[src/rtl/arbiter_rr_if.sv]
// Request/grant bundle between NUM_REQ requesters and the round-robin arbiter.
// master = requester side, slave = arbiter side.
interface arbiter_rr_if #(
    parameter int NUM_REQ = 4,
    parameter int ID_W    = 2
);
    logic [NUM_REQ-1:0] req;
    logic [NUM_REQ-1:0] gnt;
    logic [ID_W-1:0]    gnt_id;
    logic               gnt_valid;

    modport master (output req, input  gnt, gnt_id, gnt_valid);
    modport slave  (input  req, output gnt, gnt_id, gnt_valid);
endinterface

[src/rtl/arbiter_rr.sv]
// N-way round-robin arbiter with grant lock and registered outputs.
// Optional ARBITER_RR_HOLD_LIMIT_EN revokes a grant held MAX_HOLD cycles when others wait.
module arbiter_rr #(
    parameter int NUM_REQ  = 4,
    parameter int ID_W     = 2,
    parameter int MAX_HOLD = 8
) (
    input  logic        clock,
    input  logic        reset,
    arbiter_rr_if.slave bus
);

    if (NUM_REQ < 2 || NUM_REQ > 16 || ID_W != $clog2(NUM_REQ) ||
        MAX_HOLD < 1 || MAX_HOLD > 255) begin : g_bad_param
        $error("arbiter_rr: illegal parameter combination");
    end

    typedef enum logic {IDLE, GRANT} state_t;

    state_t             state;
    logic [NUM_REQ-1:0] gnt_q;
    logic [ID_W-1:0]    gnt_id_q;
    logic               gnt_valid_q;
    logic [ID_W-1:0]    ptr;

    logic [NUM_REQ-1:0] cand;
    logic [ID_W-1:0]    win_idx;
    logic               win_found;
    logic               owner_req;
    logic               revoke;

    assign owner_req = bus.req[gnt_id_q];
    // The owner bit is masked out: it is either already low, or being revoked.
    assign cand      = bus.req & ~gnt_q;

`ifdef ARBITER_RR_HOLD_LIMIT_EN
    logic [7:0] hold_cnt;
    assign revoke = (hold_cnt == 8'(MAX_HOLD)) && (|cand);
`else
    assign revoke = 1'b0;
`endif

    // Wrap-around search starting at ptr.
    always_comb begin
        int idx;
        idx       = 0;
        win_found = 1'b0;
        win_idx   = '0;
        for (int k = 0; k < NUM_REQ; k++) begin
            idx = int'(ptr) + k;
            if (idx >= NUM_REQ) idx = idx - NUM_REQ;
            if (!win_found && cand[idx]) begin
                win_found = 1'b1;
                win_idx   = ID_W'(idx);
            end
        end
    end

    always_ff @(posedge clock) begin
        if (!reset) begin
            state       <= IDLE;
            gnt_q       <= '0;
            gnt_id_q    <= '0;
            gnt_valid_q <= 1'b0;
            ptr         <= '0;
`ifdef ARBITER_RR_HOLD_LIMIT_EN
            hold_cnt    <= '0;
`endif
        end else begin
            if ((state == GRANT) && owner_req && !revoke) begin
`ifdef ARBITER_RR_HOLD_LIMIT_EN
                if (hold_cnt != 8'(MAX_HOLD)) hold_cnt <= hold_cnt + 8'd1;
`endif
            end else if (win_found) begin
                state       <= GRANT;
                gnt_q       <= NUM_REQ'(1) << win_idx;
                gnt_id_q    <= win_idx;
                gnt_valid_q <= 1'b1;
                ptr         <= (win_idx == ID_W'(NUM_REQ - 1)) ? '0 : win_idx + ID_W'(1);
`ifdef ARBITER_RR_HOLD_LIMIT_EN
                hold_cnt    <= '0;
`endif
            end else begin
                // Nobody requesting: go idle, gnt_id keeps the last owner.
                state       <= IDLE;
                gnt_q       <= '0;
                gnt_valid_q <= 1'b0;
            end
        end
    end

    assign bus.gnt       = gnt_q;
    assign bus.gnt_id    = gnt_id_q;
    assign bus.gnt_valid = gnt_valid_q;

endmodule

[src/flat_wrapper.sv]
// flat-port wrapper written by rule: the top's interface ports become plain ports
module arbiter_rr_flat 
#(
    parameter int NUM_REQ  = 4,
    parameter int ID_W     = 2,
    parameter int MAX_HOLD = 8
)
  (clock, reset, bus_req, bus_gnt, bus_gnt_id, bus_gnt_valid);
  arbiter_rr_if #(.NUM_REQ(NUM_REQ), .ID_W(ID_W)) bus_i ();
  input  logic clock;
  input  logic reset;
  input wire logic [$bits(bus_i.req)-1:0] bus_req;
  output wire logic [$bits(bus_i.gnt)-1:0] bus_gnt;
  output wire logic [$bits(bus_i.gnt_id)-1:0] bus_gnt_id;
  output wire logic [$bits(bus_i.gnt_valid)-1:0] bus_gnt_valid;
  assign bus_i.req = bus_req;
  assign bus_gnt = bus_i.gnt;
  assign bus_gnt_id = bus_i.gnt_id;
  assign bus_gnt_valid = bus_i.gnt_valid;
  arbiter_rr #(.NUM_REQ(NUM_REQ), .ID_W(ID_W), .MAX_HOLD(MAX_HOLD)) u_core (.clock(clock), .reset(reset), .bus(bus_i));
endmodule
[config.mk]
export PLATFORM = sky130hd
export DESIGN_NAME = arbiter_rr_flat
export DESIGN_NICKNAME = d
export VERILOG_FILES = /design/src/rtl/arbiter_rr_if.sv /design/src/rtl/arbiter_rr.sv /design/src/flat_wrapper.sv
export SDC_FILE = /design/constraint.sdc
export NUM_CORES = 1
export LEC_CHECK = 0
export CORE_AREA = 4 4 41 43
export DETAILED_ROUTE_END_ITERATION = 12
export DIE_AREA = 0 0 45 47
export GPL_TIMING_DRIVEN = 0
export PLACE_DENSITY_LB_ADDON = 0.08
export SLEW_MARGIN = 20
export SYNTH_ARGS = -nofsm -noshare
export SYNTH_HDL_FRONTEND = slang
export SYNTH_SLANG_ARGS = --single-unit
export TNS_END_PERCENT = 10
[constraint.sdc]
create_clock -name clock -period 4.2 [get_ports clock]
set_clock_uncertainty 0.1 [all_clocks]
set_input_delay 0.63 -clock clock [delete_from_list [all_inputs] [get_ports clock]]
set_output_delay 0.63 -clock clock [all_outputs]
set_load 0.01 [all_outputs]
==> results.toml <==
[drt]
wl_met1_um = 610
routedWlPerCell_um = 12.9
drt_iter0_drc = 7
viasPerCell = 5.32
firstDrtPassIters = 4
drtAntennaViolNets = 0
wl_met2_um = 505
met3_length_um = 78
drcViolationCount = 0
top_layer = "met4"
vias = 500
routed_wl_um = 1210

[global_routing]
grt_pass1_vias = 463
grt_overflow_total = 0
grt_max_degree = 11
antenna_found_initial = 0
grt_first_pass_wirelength_um = 2070
grt_usage = 0.135

[die]
die_area_um2 = 2120
die_h_um = 47
fp.dieW_um = 45
ios = 13
coreArea_um2 = 1300
std_cell_rows = 13
start_util = 0.431

[setup_path]
setup.worst_path.start = "bus_req[0]"
timing.rr.start = "u_core.bus.gnt[0]$_SDFFE_PN0N_"
worstPathRequired_ns = 4.29
critPathArrivalTime_ns = 2.46
cp_max_fo = 4
worstSetupPathType = "in -> reg"
crit_path_start_kind = "input port"
end_kind = "register"

[logic_synthesis]
synth_ff_type = "dfxtp_1"
synth_top_family_by_area = "simple AND/OR/NAND/NOR gates"
synthCells = 63
synth-edff-count = 0
yosys.area_share.simple = 0.279
synth_nets = 73
ys_warn_count = 0
synth_xor_area_frac = 0
yosysSeqAreaShare = 0.321
synth_top_area_share = 0.321
postSynthRegisterBits = 9
synth_compound_area_frac = 0.205
synth.cell_area_um2 = 561
synth_most_common_cell = "dfxtp_1"
synthMuxAreaShare = 0.0580
yosys-top-cells-area = "dfxtp_1, ha_1, a21boi_1, nand2_1, nand3_1"
synth-adder-area-share = 0.0893
synthArstFlopShare = 0
syn_avg_cell_area_um2 = 8.90
synth.top_cells.by_count = "dfxtp_1, nand2_1, a21boi_1"
yosysTopAreaCell = "dfxtp_1"
synth.distinct_cells = 25

[power_and_ir_drop]
combinationalPowerShare = 0.466
clockPowerShare = 0.176
irDropWorstVdd_uv = 287
switchingPower_mw = 0.145
power.internal_mw = 0.235
pwr_density_cell_nw_per_um2 = 524
sequentialPowerShare = 0.358
p_leak_nw = 0.287
p_sw_frac = 0.382
total_power_mw = 0.380

[clock_tree]
cts_num_sinks = 9
cts_buffer_depth = 2
postCtsSetupBuffers = 0
htreeDepth = 1
cts_resized = 0
cts_made_buffers = 3
holdBufCountCts = 0
cts_root_buf = "clkbuf_4"
cts_tree = "yes"
path_clk_slew_ns = 0.06
clk_latency_ns = 0.26

[finish]
drive_above_1_share = 0.0886
multi_input_comb_area_um2 = 354
fillers = 126
fin_util = 0.558
seq_area_um2 = 180
nNetsFinal = 90
antenna_cells = 0
area_growth_pct = 29.5

[timing]
finalSetupViolCount = 0
hold_viol_final = 0
max_freq_mhz = 423
worst_slew_pin_slew_ns = 0.540
timing.slew.headroom = 0.637
finalCriticalPeriod_ns = 2.36
rsz0062_at_grt = "false"
report.final.slew_viol_count = 0
timing.final.crit_share = 0.563
holdWs_ns = 0.378
timing.setup.tns_ns = 0

[run]
cap_violations = 0

[placed_design]
finalWeightedCongestion = 0.798
port_buffers = 12
hpwl_um = 931

[worst_hold_path]
hold_class = "reg -> reg"
min_from = "u_core.bus.gnt[1]$_SDFFE_PN0N_"

[run_status]
status = "finished clean"
-- power by group through the flow --
stage	combinational (mW)	sequential, mW	clock (mW)
2_1_floorplan	0.113	0.139	0
3_3_place_gp	0.179	0.136	0
3_5_place_dp	0.178	0.138	0
4_1_cts	0.179	0.136	0.0678
5_1_grt	0.202	0.140	0.0706
6_report	0.177	0.136	0.0671
-- state kept, by name, summed over array words and instances, names as in the netlist --
register / flops
u_core.ptr: 2
u_core.bus.gnt: 4
u_core.state: 1
u_core.bus.gnt_id: 2
-- metrics by stage --
step / cells / instance area, µm² / setup WS [ns]
3_5_place_dp: 90 / 699 / 1.57
3_3_place_gp: 90 / 699 / 1.55
5_1_grt: 94 / 726 / 1.63
2_1_floorplan: 63 / 561 / 2.28
6_report: 94 / 726 / 1.84
4_1_cts: 94 / 726 / 1.84
-- cell families after synthesis --
logic type	Yosys count
AOI/OAI and AO/OA	16
adders and majority gates	4
buffers and inverters	5
DFF	9
muxes	2
and+or+nand+nor	27
-- final timing paths --
check | slack [ns] | cells past startpoint | endpoint
max | 1.84 | 8 | u_core.ptr[1]$_SDFFE_PN0P_
min | 0.38 | 2 | u_core.bus.gnt[1]$_SDFFE_PN0N_
max reg2reg | 2.37 | 7 | u_core.ptr[1]$_SDFFE_PN0P_
min reg2reg | 0.38 | 2 | u_core.bus.gnt[1]$_SDFFE_PN0N_
-- worst max-delay path: stages --
cell             delay, ns
clkdlybuf4s50_1       0.50
nor3b_1               0.29
nor2_1                0.06
o21ai_0               0.39
inv_1                 0.13
ha_1                  0.29
nand2_1               0.04
mux2i_1               0.12
-- area by class of cell --
cell class	count	share of cell area
buffer	2	0.0207
sequential	9	0.248
inverter	3	0.0155
multi-input combinational	49	0.488
timing repair buffer	12	0.166
tap	15	0.0259
clock buffer	4	0.0362
-- placed cells by master, fill, tap and decap left out --
cell / Yosys / routed
clkdlybuf4s50_1: 0 / 12
dfxtp_1: 9 / 9
nand2_1: 8 / 8
a21boi_1: 6 / 6
nand3_1: 5 / 5
nor2b_1: 4 / 4
ha_1: 4 / 4
inv_1: 3 / 3
o21ai_1: 3 / 3
clkbuf_4: 0 / 3
nand2b_1: 2 / 2
nor3b_1: 2 / 2
a211oi_1: 2 / 2
clkbuf_1: 1 / 2
o211ai_1: 2 / 2
nor2_1: 1 / 1
nand3b_1: 1 / 1
a311o_1: 1 / 1
o21ai_0: 1 / 1
mux4_2: 1 / 1
and2_1: 1 / 1
buf_6: 1 / 1
or4_1: 1 / 1
nor4_2: 1 / 1
nor2_4: 1 / 1
o211a_1: 1 / 1
mux2i_1: 1 / 1
-- routing by layer --
layer,up-vias,global-route usage
li1,257,-
met1,227,0.193
met2,12,0.192
met3,4,0.0383
met4,0,0.0526
met5,-,0
Note: power is estimated with default switching activity, not from simulation.
